<file path="src/rtl/any1_agen_stream.sv">
// Address-generation stream: turns one scalar/indexed/strided request into a
// sequence of effective addresses delivered over a valid/ready handshake.
module any1_agen_stream #(
  parameter int unsigned AWID  = 32,
  parameter int unsigned VLMAX = 64,
  parameter int unsigned ELW   = $clog2(VLMAX) + 1
) (
  input  logic            clk,
  input  logic            rst,
  input  logic            req_valid,
  output logic            req_ready,
  input  logic [1:0]      mode,
  input  logic [1:0]      sc,
  input  logic [1:0]      size,
  input  logic [AWID-1:0] base,
  input  logic [AWID-1:0] disp,
  input  logic [AWID-1:0] idx,
  input  logic [AWID-1:0] stride,
  input  logic [ELW-1:0]  vlen,
  output logic            ea_valid,
  input  logic            ea_ready,
  output logic [AWID-1:0] ea,
  output logic [ELW-2:0]  ea_elem,
  output logic            ea_last,
  output logic            ea_misalign,
  input  logic            abort,
  output logic            busy
);

  typedef enum logic {
    IDLE = 1'b0,
    GEN  = 1'b1
  } state_e;

  state_e          state_q, state_d;
  logic [AWID-1:0] ea_q, ea_d;
  logic [AWID-1:0] stride_q, stride_d;
  logic [ELW-2:0]  elem_q, elem_d;
  logic [ELW-2:0]  lastidx_q, lastidx_d;
  logic            last_q, last_d;
  logic [1:0]      size_q, size_d;

  logic            accept;
  logic            is_strided;
  logic            zero_len;
  logic [AWID-1:0] idx_term;
  logic [AWID-1:0] first_ea;
  logic [ELW-1:0]  n_clip;
  logic [ELW-2:0]  n_m1;
  logic [ELW-2:0]  elem_inc;
  logic [2:0]      low_mask;

  // Request decode: first address and clipped beat count.
  always_comb begin
    is_strided = (mode == 2'd2);
    idx_term   = (mode == 2'd1) ? (idx << sc) : '0;
    first_ea   = base + disp + idx_term;
    n_clip     = (vlen > ELW'(VLMAX)) ? ELW'(VLMAX) : vlen;
    n_m1       = (ELW-1)'(n_clip - ELW'(1));
    zero_len   = is_strided && (vlen == '0);
    accept     = req_valid && (state_q == IDLE);
    elem_inc   = elem_q + (ELW-1)'(1);
  end

  always_ff @(posedge clk) begin
    if (rst) begin
      state_q   <= IDLE;
      ea_q      <= '0;
      stride_q  <= '0;
      elem_q    <= '0;
      lastidx_q <= '0;
      last_q    <= 1'b0;
      size_q    <= '0;
    end else begin
      state_q   <= state_d;
      ea_q      <= ea_d;
      stride_q  <= stride_d;
      elem_q    <= elem_d;
      lastidx_q <= lastidx_d;
      last_q    <= last_d;
      size_q    <= size_d;
    end
  end

  always_comb begin
    state_d   = state_q;
    ea_d      = ea_q;
    stride_d  = stride_q;
    elem_d    = elem_q;
    lastidx_d = lastidx_q;
    last_d    = last_q;
    size_d    = size_q;
    unique case (state_q)
      IDLE: begin
        // A zero-length strided request is consumed without leaving IDLE.
        if (accept && !zero_len) begin
          state_d   = GEN;
          ea_d      = first_ea;
          stride_d  = stride;
          size_d    = size;
          elem_d    = '0;
          lastidx_d = is_strided ? n_m1 : '0;
          last_d    = !is_strided || (n_m1 == '0);
        end
      end
      GEN: begin
        if (abort) begin
          state_d = IDLE;
        end else if (ea_ready) begin
          if (last_q) begin
            state_d = IDLE;
          end else begin
            ea_d   = ea_q + stride_q;
            elem_d = elem_inc;
            last_d = (elem_inc == lastidx_q);
          end
        end
      end
      default: state_d = IDLE;
    endcase
  end

  always_comb begin
    unique case (size_q)
      2'd0:    low_mask = 3'b000;
      2'd1:    low_mask = 3'b001;
      2'd2:    low_mask = 3'b011;
      default: low_mask = 3'b111;
    endcase
    req_ready   = (state_q == IDLE);
    busy        = (state_q == GEN);
    ea_valid    = (state_q == GEN);
    ea          = ea_q;
    ea_elem     = elem_q;
    ea_last     = last_q;
    ea_misalign = |(ea_q[2:0] & low_mask);
  end

endmodule
</file>
<file path="config.mk">
export PLATFORM = sky130hd
export DESIGN_NAME = any1_agen_stream
export DESIGN_NICKNAME = d
export VERILOG_FILES = /design/src/rtl/any1_agen_stream.sv
export SDC_FILE = /design/constraint.sdc
export NUM_CORES = 1
export LEC_CHECK = 0
export ABC_AREA = 1
export CAP_MARGIN = 0
export CORE_MARGIN = 2
export CORE_UTILIZATION = 29
export DETAILED_ROUTE_END_ITERATION = 7
export GPL_TIMING_DRIVEN = 0
export PLACE_DENSITY = 0.62
export SYNTH_ARGS = -nofsm -noshare
export SYNTH_HDL_FRONTEND = slang
export SYNTH_SLANG_ARGS = --single-unit
export TNS_END_PERCENT = 1
</file>
<file path="constraint.sdc">
create_clock -name clk -period 3.6 [get_ports clk]
set_input_delay 0.72 -clock clk [delete_from_list [all_inputs] [get_ports clk]]
set_output_delay 0.72 -clock clk [all_outputs]
set_load 0.01 [all_outputs]
</file>
# After elaboration in Yosys (flattened, before gate mapping)
# Cells that the tools add are included.
[op_classes]
addsub = 5
n_lt_le_gt_ge = 1
eq_ne = 9
n_shift = 1
n_mux = 24
bitwise = 2
reduce_logical = 13
[ops]
columns = ["op", "count"]
rows = [
  ["two-way mux 32 bit", 5],
  ["adder 32 bit", 3],
  ["case mux 32 bit (2 select lines)", 1],
  ["two-way mux 6 bit", 6],
  ["<< shifter 32 x 2 -> 32 bit", 1],
  ["case mux 6 bit (2 select lines)", 1],
  ["case mux 3 bit (3 select lines)", 1],
  ["two-way mux 1 bit", 8],
  ["greater-than comparator 7 bit, second input constant", 1],
  ["logical NOT 7 bit", 1],
  ["adder 6 x 1 -> 6 bit, second input constant", 1],
  ["== test 6 bit", 1],
  ["logical NOT 6 bit", 1],
  ["inequality test 2 bit, second input constant", 3],
  ["subtractor 6 x 1 -> 6 bit, second input constant", 1],
  ["== test 2 x 1 -> 1 bit, second input constant", 2],
  ["== test 2 bit, second input constant", 2],
  ["case mux 1 bit (2 select lines)", 2],
  ["AND reduction 4 bit", 1],
  ["AND 3 bit", 1],
  ["logical AND 1 bit", 3],
  ["AND reduction 3 bit", 1],
  ["OR reduction 3 bit", 1],
  ["logical NOT 1 bit", 2],
  ["5 further kinds", 5],
]
[word_totals]
regBits = 80
inputBits = 146

# Depth between registers and ports, before layout
# Gate-level depths: netlist (run 1).
[logic_depth]
depth_word = 7
ltp_mapped = 22
ltp_nobuf = 21

# Least setup slack after synthesis (run 1)
# Ideal clock, no wire load.
[synth_path]
path_kind = "input -> register"
startpoint = "input sc[0]"
endpoint = "register ea_q[17] (netlist: ea[17])"
setup_ns = 0.117
arrival_time_ns = 3.745
path_slack_ns = -0.262
cell_stages = 19
n_path_buf = 2
path_cell_list = "clkbuf_1 -> clkbuf_1 -> mux2i_1 -> o32ai_1 -> fa_1 -> inv_1 -> fa_1 -> inv_1 -> nand2_1 -> o21ai_0 -> nand2_1 -> nand3_1 -> nand2_1 -> nand2_1 -> nand2_1 -> nand3_1 -> nand2_1 -> nor2_1 -> nor2_1"
[synth_via]
elab_chain_cells = 5
[synth_lines]
columns = ["element", "line", "text"]
rows = [
  ["start: declaration", "13", "input logic [1:0] sc,"],
  ["<< shifter 32 x 2 -> 32 bit", "56", "idx_term = (mode == 2'd1) ? (idx << sc) : '0;"],
  ["two-way mux 32 bit", "56", ""],
  ["adder 32 bit", "57", "first_ea = base + disp + idx_term;"],
  ["two-way mux 32 bit", "96", "if (accept && !zero_len) begin"],
  ["case mux 32 bit (2 select lines)", "93", "unique case (state_q)"],
  ["end signal: assignment", "68", "ea_q <= '0;"],
  ["end signal: assignment", "76", "ea_q <= ea_d;"],
  ["end: declaration", "36", "logic [AWID-1:0] ea_q, ea_d;"],
]
# No other way between the ends. The select of a mux whose other input is x is not followed.
# A chain may end at the register's enable or synchronous reset.

# Worst setup path in the final report (run 1)
[layout_path]
startpoint = "input mode[1]"
endpoint = "register ea_q[26] (netlist: ea[26])"
[layout_via]
elab_chain_cells = 6
word_cells_on_any_way = 11
[layout_lines]
columns = ["element", "line", "text"]
rows = [
  ["start: declaration", "12", "input logic [1:0] mode,"],
  ["branches (longest 6 deep; another with adder 32 bit)", "--", ""],
]
# Parallel ways; which one is timed is not known. The select of a mux whose other input is x is not followed.

==> results of run 1 <==
stage by stage:
stage	setup slack (ns)	hold slack (ns)	cell area, um2
finish	0.00682	0.485	13500
global route	-0.104	0.497	13500
CTS	0.00757	0.487	13000
detailed placement	-1.22	0.476	11900
global placement	-1.14	0.469	11900
floorplan	0.0304	0.454	9470
final cells by class:
class / instances / area [um2] / share of cell area, %
Multi-Input combinational cell: 1244 / 7690 / 56.8
Timing Repair Buffer: 207 / 2020 / 15.0
Sequential cell: 80 / 1600 / 11.8
Inverter: 272 / 1020 / 7.56
Tap cell: 442 / 553 / 4.09
Buffer: 41 / 285 / 2.11
Clock buffer: 10 / 239 / 1.77
Clock inverter: 6 / 115 / 0.851
registers in the layout, summed over array words and instances, names as in the netlist:
register,flops
ea,32
stride_q,32
ea_elem,6
lastidx_q,6
size_q,2
busy,1
ea_last,1
cell usage in the layout, fill, tap and decap left out, drive strengths merged, types with 27 or more instances in the layout:
master	n
nor2	224
o21ai	80
buf	39
fa	33
ha	64
nand2	523
o22ai	28
nand3	102
clkbuf	32
clkdlybuf4s50	185
dfxtp	80
a21oi	81
mux2i	27
inv	272
worst max-delay path, delay by kind of cell:
| kind | cells | cell delay (ns) |
|---|---|---|
| AOI/OAI and AO/OA | 1 | 0.19 |
| adders and majority gates | 2 | 0.81 |
| buffers and inverters | 6 | 0.90 |
| and+or+nand+nor | 12 | 1.25 |
kinds of logic (layout without fill, tap and decap cells):
family	count (synthesis)	after routing	synth area share (%)
mux	27	27	2.86
simple gates	896	896	38.3
buf+inv	313	536	13.0
fa+ha+maj	97	97	15.5
xor+xnor	23	23	2.13
compound gates	201	201	11.4
flops	80	80	16.9
where the power goes:
| part | total [mW] | leakage [nW] | switching (mW) | internal, mW |
|---|---|---|---|---|
| registers | 1.07 | 0.662 | 0.0928 | 0.979 |
| logic | 2.52 | 5.70 | 1.46 | 1.06 |
| clock network | 1.11 | 0.169 | 0.412 | 0.700 |
routing by layer:
metal / vias up / GRT usage [%]
met3: 44 / 2.71
met5: - / 0
met4: 0 / 5.18
li1: 5580 / -
met1: 4908 / 27.2
met2: 223 / 36.7
worst max path at each step:
stage                       start                  end  slack, ns  cells after the start
after floorplan             sc[0]  ea[17]$_SDFFE_PP0P_       0.03                     19
after global placement    mode[1]  ea[26]$_SDFFE_PP0P_      -1.14                     20
after detailed placement  mode[1]  ea[26]$_SDFFE_PP0P_      -1.22                     20
after CTS                 mode[1]  ea[27]$_SDFFE_PP0P_      0.008                     20
after global routing      mode[1]  ea[26]$_SDFFE_PP0P_      -0.10                     21
final                     mode[1]  ea[26]$_SDFFE_PP0P_      0.007                     21
timing repair:
item / in CTS / in global routing
gates cloned: 1 / 0
endpoints found under the setup margin: 26 / 24
setup buffers: 9 / 10
gates resized for setup: 136 / 111
pin swaps: 26 / 61
==> flow_summary.yaml, run 1 <==
logic_synthesis:
  synth_seq_cells: 80
  syn_inst: 1637
  ys.flop_type: "dfxtp_1"
  synthesis.area_um2: 9460
  ys_seq_area_share_pct: 16.9
  yosys_warnings: 0
  synth.area.top_cells: "nand2_1 (21%), dfxtp_1 (17%), inv_1 (11%), nor2_1 (8.9%), ha_1 (8.5%)"
  async_flop_share_pct: 0
  synth_top_area_share_pct: 20.6
  yosysMostFrequentCell: "nand2_1"
  synth.avg_cell_area_um2: 5.78
  synth_edf_count: 0
  syn_nets: 1880
  ys_types: 39
  synthTopCellsByCount: "nand2_1 (520), inv_1 (269), nor2_1 (224)"
  synth_top_area_cell: "nand2_1"
worst_setup_path:
  path_common_cell: "nand2_1"
  cp-start-kind: "input pin"
  ff2ff_path_depth: 15
  regToRegEndpoint: "ea[28]$_SDFFE_PP0P_"
  crit_slowest_cell: "fa_1"
  critPathKind: "in -> reg"
  critical_path.max_stage_delay_ns: 0.49
  required_ns: 3.87
  critPathArrivalTime_ns: 3.86
  rr_startpoint: "ea[0]$_SDFFE_PP0P_"
  critPathCaptureType: "register"
  cp_max_fo: 5
  cp_cell_sequence: "clkdlybuf4s50_1, inv_2, nand2_2, nor2_4, inv_4, buf_4, o22ai_4, fa_1, ha_4, nand2_1, inv_1, nand2_2, nor3_4, and2_1, nand2_1, nand2_1, nand2_1, nand3_2, nand3_2, nand2_1, inv_1"
  reg2reg_setup_slack_ns: 1.17
drt:
  drcViolationCount: 0
  wl_met3_mm: 1.29
  met1_length_mm: 16.6
  drt_iter0_drc: 710
  wl_per_cell_um: 15.5
  routed_via_density: 4.67
  routed_wl_mm: 35.6
  met2_wirelength_mm: 17.0
  dr.max_layer_used: "met4"
  drt_pre_antenna_iters: 5
  vias: 10800
  final_antenna_net_count: 0
floorplanning:
  die-area_um2: 34100
  die_x_um: 185
  core_area_um2: 32300
  die_y_um: 185
  start_util_pct: 29.3
  rows: 66
  ios: 189
layout:
  layout.cells.non_filler: 2302
  area_delta_synth_final_pct: 43.1
  antenna_cells: 0
  final_util_pct: 41.9
  final_nets: 2098
  drive_gt1_share_pct: 12.3
  fillers: 3406
cts:
  root_buffer: "clkbuf_16"
  clockBufferDepth: 2
  clkSinkCount: 80
  cts_buffers: 9
  clkTransAtPathRegs_ns: 0.07
  cts_tree: "done"
  htreeDepth: 3
  insertion_delay_ns: 0.36
  postCtsHoldBufs: 0
sta:
  fin_tns_setup_ns: 0
  fin_skew_ns: 0.0127
  fin_crit_sh_pct: 99.8
  setup-violations-final: 0
  fmax_ghz: 0.278
  rsz0062_at_grt: "yes"
  maxSlewHeadroom_pct: 45.6
  finalMaxSlewViolations: 0
  final.min_clock_period_ns: 3.59
  worst_slew_pin_slew_ns: 0.817
  hold_viol_final: 0
place:
  dpl.hpwl_mm: 29.2
  dpl.cell_count: 2266
  place.port_buffers: 187
  globalplace.congestion: 0.917
worst_hold_path:
  hp-start: "lastidx_q[5]$_SDFFE_PP0P_"
  worstHoldPathCells: 2
  min_to: "lastidx_q[5]$_SDFFE_PP0P_"
  hold_path.class: "reg -> reg"
grt:
  grt_pass1_vias: 10500
  grtUsageTotal_pct: 21.0
  grt_overflow: 0
  antenna_found_initial: 1
  grt_pass1_wl_mm: 55.1
  grt_max_degree: 15
flow_run:
  cap_violations: 0
pwr:
  vdd_ir_drop_max_v: 0.000231
  power_density_nw_per_um2: 348
  leakagePower_nw: 6.53
  power_mw: 4.71
run_status:
  outcome: "finished clean"
Note: power is estimated with default switching activity, not from simulation.
==> run 2: changes to the inputs <==
- ABC_AREA: 1 -> unset
- CTS_CLUSTER_SIZE: unset -> 20
- PLACE_DENSITY: 0.62 -> 0.63
==> run 2 against run 1 <==
Effect of this change: the run now ends with setup timing left; critical path type unchanged; sequential share of layout area grew 2.5 points; flip-flop and latch count did not move; sequential power is essentially flat; fmax down 12%; via count fell by 24%; critical path depth shrank 4; non-clock buffer count grew 4.
==> flow_summary.yaml, run 2 <==
cts:
  clkSinkCount: 80
  clkTransAtPathRegs_ns: 0.06
  root_buffer: "clkbuf_16"
  postCtsHoldBufs: 0
  clockBufferDepth: 2
  htreeDepth: 3
  cts_tree: "done"
  insertion_delay_ns: 0.35
  cts_buffers: 9
sta:
  fin_skew_ns: 0.00950
  fin_crit_sh_pct: 114
  whs_ns: 0.463
  maxSlewHeadroom_pct: 49.5
  layout_setup_ws_ns: -0.499
  setup-violations-final: 24
  worst_slew_pin_slew_ns: 0.758
  finalMaxSlewViolations: 0
  fmax_ghz: 0.244
  hold_viol_final: 0
  final.min_clock_period_ns: 4.10
  rsz0062_at_grt: "yes"
drt:
  drt_iter0_drc: 468
  vias: 8138
  drt_pre_antenna_iters: 5
  drcViolationCount: 0
  wl_per_cell_um: 18.0
  routed_via_density: 5.30
  routed_wl_mm: 27.6
  final_antenna_net_count: 0
worst_setup_path:
  path_buf_inv: 3
  regToRegEndpoint: "ea[28]$_SDFFE_PP0P_"
  critPathCaptureType: "register"
  critical_path.max_stage_delay_ns: 0.47
  critPathKind: "in -> reg"
  crit_start: "sc[1]"
  cp_max_fo: 6
  critPathArrivalTime_ns: 4.35
  crit_slowest_cell: "or3b_4"
  cp-start-kind: "input pin"
  cp_cell_sequence: "buf_6, or3b_4, or3_4, fa_2, inv_2, ha_4, inv_2, fa_2, nor2b_4, o2111ai_4, a31oi_4, a211oi_4, o21ai_4, nand2_2, a21oi_4, xnor2_2, a2111oi_2"
  reg2reg_setup_slack_ns: 0.48
  ff2ff_path_depth: 12
  rr_startpoint: "ea[0]$_SDFFE_PP0P_"
  required_ns: 3.85
  path_depth: 17
  path_delay_family: "compound AO/OA/AOI/OAI gates"
worst_hold_path:
  hold_path.class: "reg -> reg"
  min_to: "stride_q[24]$_SDFFE_PP0P_"
  worstHoldPathCells: 2
  hp-start: "stride_q[24]$_SDFFE_PP0P_"
logic_synthesis:
  synth.avg_cell_area_um2: 7.98
  ys_types: 84
  synth_top_area_share_pct: 20.5
  yosys_warnings: 0
  syn_nets: 1221
  ys.flop_type: "dfxtp_1"
  synthTopCellsByCount: "nand2_1 (138), a21oi_1 (99), dfxtp_1 (80)"
  synth_edf_count: 0
  syn_inst: 978
  yosysMostFrequentCell: "nand2_1"
  async_flop_share_pct: 0
  synth_seq_cells: 80
  synthesis.area_um2: 7800
  ys_seq_area_share_pct: 20.5
  synth_top_area_cell: "dfxtp_1"
  synth.area.top_cells: "dfxtp_1 (21%), ha_1 (10%), fa_1 (8.5%), nand2_1 (6.6%), a21oi_1 (6.4%)"
grt:
  grtUsageTotal_pct: 19.1
  grt_pass1_vias: 7977
  grt_pass1_wl_mm: 43.0
  grt_max_degree: 15
  antenna_found_initial: 1
  grt_overflow: 0
layout:
  final_nets: 1431
  mostFrequentLayoutCell: "clkdlybuf4s50_1"
  final_area_um2: 11200
  drive_gt1_share_pct: 13.2
  fillers: 2628
  area_delta_synth_final_pct: 43.0
  final_cell_mix: "clkdlybuf4s50_1 (182), nand2_1 (136), a21oi_1 (94)"
place:
  globalplace.congestion: 0.934
  dpl.hpwl_mm: 21.9
  place.port_buffers: 186
  place_area_um2: 10100
run_status:
  outcome: "finished, violations left"
  violations: "setup timing"
floorplanning:
  start_util_pct: 29.3
  rows: 60
  die_y_um: 168
  die_x_um: 168
  die-area_um2: 28200
  core_area_um2: 26700
  ios: 189
flow_run:
  cap_violations: 0
pwr:
  power_density_nw_per_um2: 370
  vdd_ir_drop_max_v: 0.000269
  leakagePower_nw: 4.36
==> run 2: changes by cell type after synthesis, moves of 24 or more <==
| cell | change |
|---|---|
| nor2_1 | -151 |
| inv_1 | -246 |
| xnor2_1 | +37 |
| nand2_1 | -382 |
| a211oi_1 | +24 |
| o21ai_0 | -41 |
| a21o_1 | +24 |
| nand3_1 | -87 |
==> run 2: metal layers <==
layer  GRT usage (%)  up-vias  wire (um)
li1                -     3989          -
met1            26.3     3816      12800
met5               0        -          0
met4            5.94        0        619
met2            31.4      303      12400
met3            2.14       30       1780
==> run 2: layout make-up <==
type                       instances  area [um2]  area share (%)
buffer                            50         299            2.68
tap                              341         427            3.82
multi-input combinational        821        6410            57.5
timing repair buffer             202        2000            17.9
inverter                          24        90.1           0.807
antenna                            1        2.50          0.0224
sequential                        80        1600            14.4
clock inverter                     6        90.1           0.807
clock buffer                      10         239            2.14
==> run 2: worst min-delay path: cells and delay by family, from the launching register on <==
| kind | cells | cell delay, ns |
|---|---|---|
| compound gates | 1 | 0.05 |
| flops | 1 | 0.31 |
| simple gates | 1 | 0.05 |
==> run 2: cells by family (layout without fill, tap and decap cells) <==
family                   count (synthesis)  count (layout)  synth area share, %
flip-flops                              80              80                 20.5
other                                    0               1                    0
multiplexers                            32              32                 4.11
XOR/XNOR                                65              65                 7.30
buffers and inverters                   77             292                 3.95
AO/OA/AOI/OAI                          309             309                 26.7
AND/OR/NAND/NOR                        318             318                 18.7
adder cells (fa/ha/maj)                 97              97                 18.7
==> run 2: how the worst max path moves through the flow <==
stage,end,slack [ns]
3_3_place_gp,ea[29]$_SDFFE_PP0P_,-1.91
2_1_floorplan,ea[25]$_SDFFE_PP0P_,-0.64
6_report,ea[25]$_SDFFE_PP0P_,-0.50
3_5_place_dp,ea[29]$_SDFFE_PP0P_,-1.94
5_1_grt,ea[25]$_SDFFE_PP0P_,-0.62
4_1_cts,ea[25]$_SDFFE_PP0P_,-0.49
==> run 2: power breakdown <==
part	total, mW	switching [mW]	internal, mW
Clock	1.03	0.401	0.629
Combinational	2.05	1.09	0.958
Sequential	1.06	0.0867	0.969
==> run 2: repair_timing <==
| item | in CTS | in global routing |
|---|---|---|
| buffers inserted | 15 | 2 |
| pin swaps | 34 | 41 |
| resized for setup | 98 | 40 |
| endpoints found under the setup margin | 30 | 26 |
==> run 2: metrics by stage <==
step / power [mW] / std cells / utilization, % / TNS (ns) / worst slack (ns)
3_5_place_dp: 2.83 / 1505 / 38.0 / -44.40 / -1.94
6_report: 4.13 / 1535 / 41.9 / -6.30 / -0.499
5_1_grt: 4.37 / 1535 / 41.9 / -10.39 / -0.619
2_1_floorplan: 2.17 / 978 / - / -9.57 / -0.644
3_3_place_gp: 2.81 / 1505 / 38.0 / -42.83 / -1.91
4_1_cts: 4.02 / 1533 / 41.1 / -6.88 / -0.493
==> run 3: changes to the inputs <==
- CTS_BUF_LIST: unset -> sky130_fd_sc_hd__clkbuf_8
==> run 3 against run 2 <==
Effect of this change: sequential share of layout area grew 0.11 points; fmax grew 0.61%; the flow still finishes with violations (setup timing); critical endpoint unchanged; wire length shrank 0.34%; combinational power is essentially flat; critical path type unchanged; global-route usage shrank 0.13 points; largest power group unchanged; die area is the same; first-iteration DRC count grew 8.8%; sequential power is essentially flat; highest routed layer unchanged.
==> flow_summary.yaml, run 3 (synthesized netlist as in run 2, its figures left out) <==
cts:
  clkTransAtPathRegs_ns: 0.08
  htreeDepth: 3
  cts_tree: "done"
  insertion_delay_ns: 0.38
  cts_buffers: 9
  clockBufferDepth: 2
  clkSinkCount: 80
  root_buffer: "clkbuf_8"
worst_hold_path:
  hp-start: "stride_q[28]$_SDFFE_PP0P_"
  worstHoldPathCells: 2
  hold_path.class: "reg -> reg"
place:
  place_area_um2: 10100
  globalplace.congestion: 0.934
  dpl.hpwl_mm: 21.9
  place.port_buffers: 186
worst_setup_path:
  critPathArrivalTime_ns: 4.34
  ff2ff_path_depth: 12
  crit_start: "sc[1]"
  cp_max_fo: 6
  crit_end: "ea[25]$_SDFFE_PP0P_"
  cp_cell_sequence: "buf_6, or3b_4, or3_4, fa_2, inv_2, ha_4, inv_2, fa_2, nor2b_4, o2111ai_4, a31oi_2, buf_4, a211oi_4, o21ai_4, nand2_2, a21oi_4, xnor2_2, a2111oi_2"
  critPathKind: "in -> reg"
  required_ns: 3.87
  rr_startpoint: "ea[0]$_SDFFE_PP0P_"
  critPathCaptureType: "register"
  cp-start-kind: "input pin"
  crit_slowest_cell: "or3b_4"
  reg2reg_setup_slack_ns: 0.46
  regToRegEndpoint: "ea[28]$_SDFFE_PP0P_"
  critical_path.max_stage_delay_ns: 0.48
pwr:
  power_mw: 3.86
  vdd_ir_drop_max_v: 0.000191
  power_density_nw_per_um2: 349
  leakagePower_nw: 4.31
drt:
  routed_wl_mm: 27.5
  drcViolationCount: 0
  routed_via_density: 5.25
  vias: 8081
  wl_per_cell_um: 17.9
  drt_iter0_drc: 509
  final_antenna_net_count: 0
  drt_pre_antenna_iters: 5
sta:
  final.min_clock_period_ns: 4.07
  fin_skew_ns: 0.0147
  setup-violations-final: 23
  whs_ns: 0.466
  rsz0062_at_grt: "yes"
  fin_crit_sh_pct: 113
  worst_slew_pin_slew_ns: 0.722
  maxSlewHeadroom_pct: 51.9
  fmax_ghz: 0.245
  finalMaxSlewViolations: 0
  hold_viol_final: 0
  fin_tns_setup_ns: -6.02
  layout_setup_ws_ns: -0.474
flow_run:
  cap_violations: 0
layout:
  area_delta_synth_final_pct: 42.0
  final_cell_mix: "clkdlybuf4s50_1 (181), nand2_1 (137), a21oi_1 (95)"
  final_util_pct: 41.6
  final_area_um2: 11100
  final_nets: 1434
  mostFrequentLayoutCell: "clkdlybuf4s50_1"
  fillers: 2642
  drive_gt1_share_pct: 13.5
floorplanning:
  core_area_um2: 26700
  start_util_pct: 29.3
  rows: 60
  die_x_um: 168
  die-area_um2: 28200
  die_y_um: 168
  ios: 189
grt:
  antenna_found_initial: 1
  grt_pass1_wl_mm: 42.7
  grt_pass1_vias: 7940
  grt_max_degree: 15
  grt_overflow: 0
  grtUsageTotal_pct: 19.0
run_status:
  outcome: "finished, violations left"
  violations: "setup timing"
## run 3: worst max-delay path, delay by kind of cell
kind	cells	cell delay [ns]
compound gates	6	1.14
xor+xnor	1	0.09
fa+ha+maj	3	0.88
buf+inv	4	0.36
simple gates	4	1.14
## run 3: per-stage QoR
stage	std cells	worst slack, ns
after CTS	1532	-0.503
after global routing	1538	-0.595
after detailed placement	1505	-1.94
final	1538	-0.474
after floorplan	978	-0.644
after global placement	1505	-1.91
## run 3: what timing repair did
item,4_1_cts,5_1_grt
hold buffers,0,0
gates cloned,0,1
gates resized for setup,80,62
buffers inserted,14,5
pin swaps,21,38
endpoints found under the setup margin,30,25
## run 3: worst min path at each step
stage                                endpoint
detailed placement  stride_q[11]$_SDFFE_PP0P_
global route        stride_q[24]$_SDFFE_PP0P_
global placement       size_q[0]$_SDFFE_PP0P_
CTS                 stride_q[13]$_SDFFE_PP0P_
floorplan              size_q[0]$_SDFFE_PP0P_
finish              stride_q[28]$_SDFFE_PP0P_
## run 3: cell type report
| cell class | count | area, um2 | share of cell area [%] |
|---|---|---|---|
| diodes | 1 | 2.50 | 0.0226 |
| plain buffers | 49 | 277 | 2.50 |
| clock buffers | 10 | 138 | 1.24 |
| clock inverters | 6 | 90.1 | 0.813 |
| inverters | 24 | 90.1 | 0.813 |
| multi-input cells | 821 | 6410 | 57.9 |
| flip-flops and latches | 80 | 1600 | 14.5 |
| well taps | 341 | 427 | 3.85 |
| repair buffers | 206 | 2040 | 18.4 |
## run 3: metal layers
layer | part of all wire (%) | global-route usage, % | wire length (um)
met3 | 5.4 | 2.73 | 1500
met1 | 48 | 26.1 | 13100
met4 | 2.5 | 5.63 | 677
met2 | 45 | 30.9 | 12200
met5 | 0 | 0 | 0
## run 3: where the power goes
| group | total (mW) | internal (mW) | switching [mW] |
|---|---|---|---|
| registers | 1.05 | 0.968 | 0.0864 |
| logic | 2.03 | 0.952 | 1.08 |
| clock network | 0.779 | 0.412 | 0.367 |
| total | 3.86 | 2.33 | 1.53 |
==> edit, RTL diff (config.mk and constraints of run 1) <==
Take the reset off `ea_q` and load it in a clocked block of its own.
--- a/src/rtl/any1_agen_stream.sv
+++ b/src/rtl/any1_agen_stream.sv
@@ -67,3 +67,2 @@
       state_q   <= IDLE;
-      ea_q      <= '0;
       stride_q  <= '0;
@@ -75,3 +74,2 @@
       state_q   <= state_d;
-      ea_q      <= ea_d;
       stride_q  <= stride_d;
@@ -82,2 +80,6 @@
     end
+  end
+
+  always_ff @(posedge clk) begin
+    ea_q <= ea_d;
   end
Check against the original RTL: not equivalent (a bounded check fails within 4 cycles, from zero or initial values and one cycle with rst high).
==> edit against run 1 <==
- die area decreased by 5.3%
- core utilization decreased by 1.8 points
- register-to-register slack got worse by 0.04 ns
- cell area decreased by 9.5%
- worst setup slack improved by 0.14 ns
- routed wire length decreased by 14%
- area after synthesis decreased by 5.4%
- final cell count decreased by 13%
- sequential cell count unchanged
- clock skew increased by 0.0016 ns
- largest cell class unchanged
- power decreased by 0.33%
- global-route usage decreased by 2.2 points
- largest power group unchanged
- count of clock-buffer cells in the layout increased by 2
==> edit: results (changes against run 1) <==
| Metric | Value |
|---|---|
| Status | finished clean (unchanged) |
| VDD IR max | 0.214 mV (was 0.231 mV) |
| First-pass GRT wire length | 48400 µm (was 55100 µm) |
| Synthesized Nets | 1641 (was 1880) |
| Area of the multi-input gates | 6680 µm² (was 7690 µm²) |
| Clk pwr | 0.000944 W (was 0.00111 W) |
| Pin count of the biggest net entering global routing | 42 (was 15) |
| Post-Synth XOR/XNOR Area | 1.86% (was 2.13%) |
| Routed wl met2 | 14100 µm (was 17000 µm) |
| Multi-In Gates | 1095 (was 1244) |
| Vias in the first global route | 9299 (was 10500) |
| Buffering overhead | 17.3% (was 17.1%) |
| Worst-path fanout max | 10 (was 5) |
| Grt met3 use | 2.15% (was 2.71%) |
| Clock-cell share | 2.51% (was 2.62%) |
| Worst Tran Pin Value | 0.625 ns (was 0.817 ns) |
| Compound-Gate Fraction of Synth Area | 12.6% (was 11.4%) |
| Post-synthesis cell type count | 46 (was 39) |
| Total global-route track usage | 18.8% (was 21.0%) |
| Gp weighted congestion | 0.922 (was 0.917) |
| Syn Inst Count | 1398 (was 1637) |
| WL/cell | 15.3 µm (was 15.5 µm) |
| Clock buffer cells | 12 (was 10) |
| Logic inverters | 191 (was 272) |
| Signal buffers | 224 (was 248) |
| Final Non-Filler Cells | 2002 (was 2302) |
| Internal Power | 0.00272 W (was 0.00274 W) |
| Estimated wirelength of the detail-placed design | 25500 µm (was 29200 µm) |
| Initial antenna violation count | 0 (was 1) |
| Sequential area share after synthesis | 21.5% (was 16.9%) |
| Top cells by area, synth | nand2_1, dfxtp_1, edfxtp_1 (was nand2_1, dfxtp_1, inv_1) |
| Seq/total area | 15.7% (was 11.8%) |
| Worst Skew | 0.0143 ns (was 0.0127 ns) |
| Post-synth EDFFs | 32 (was 0) |
| M1 WL | 14300 µm (was 16600 µm) |
| Arrival time worst endpoint | 3.54 ns (was 3.86 ns) |
| Warnings from Yosys | 0 (unchanged) |
| Share of cells above drive strength 1 | 9.78% (was 12.3%) |
| Wire length on met3 | 1250 µm (was 1290 µm) |
| Post-CTS Setup Bufs | 3 (was 9) |
| Placed cell count | 1981 (was 2266) |
| Multiplexer share of the synthesized area | 3.02% (was 2.86%) |
| Nets | 1844 (was 2098) |
| Static leakage | 5.80 nW (was 6.53 nW) |
| Post-synthesis instance area | 8950 µm² (was 9460 µm²) |
| Pwr Density | 383 nW/µm² (was 348 nW/µm²) |
| Post-Place Cell Area | 11300 µm² (was 11900 µm²) |
-- edit: metrics by stage --
step / setup slack, ns / hold slack, ns
final: 0.152 / 0.481
after global routing: -0.0260 / 0.498
after CTS: 0.00116 / 0.483
after detailed placement: -1.20 / 0.473
after global placement: -1.18 / 0.457
after floorplan: 0.152 / 0.444
-- edit: worst paths after layout --
check | to | from | slack, ns
max | ea[23] | mode[1] | 0.15
min | lastidx_q[4] | lastidx_q[4] | 0.48
max reg2reg | ea[20] | stride_q[0] | 1.13
min reg2reg | lastidx_q[4] | lastidx_q[4] | 0.48
-- edit: worst reg2reg max path: stages (launching register included) --
cell and delay (ns):
dfxtp_1 0.46, ha_1 0.23, inv_1 0.06, fa_1 0.35, inv_1 0.12, nand3_1 0.08
nand3_1 0.13, nand2_1 0.07, nand2_1 0.16, nand2_1 0.09, nand2_2 0.13, nand2_1 0.10
nand2_1 0.06, nand2_1 0.04, nand3_1 0.09, nand2_1 0.07
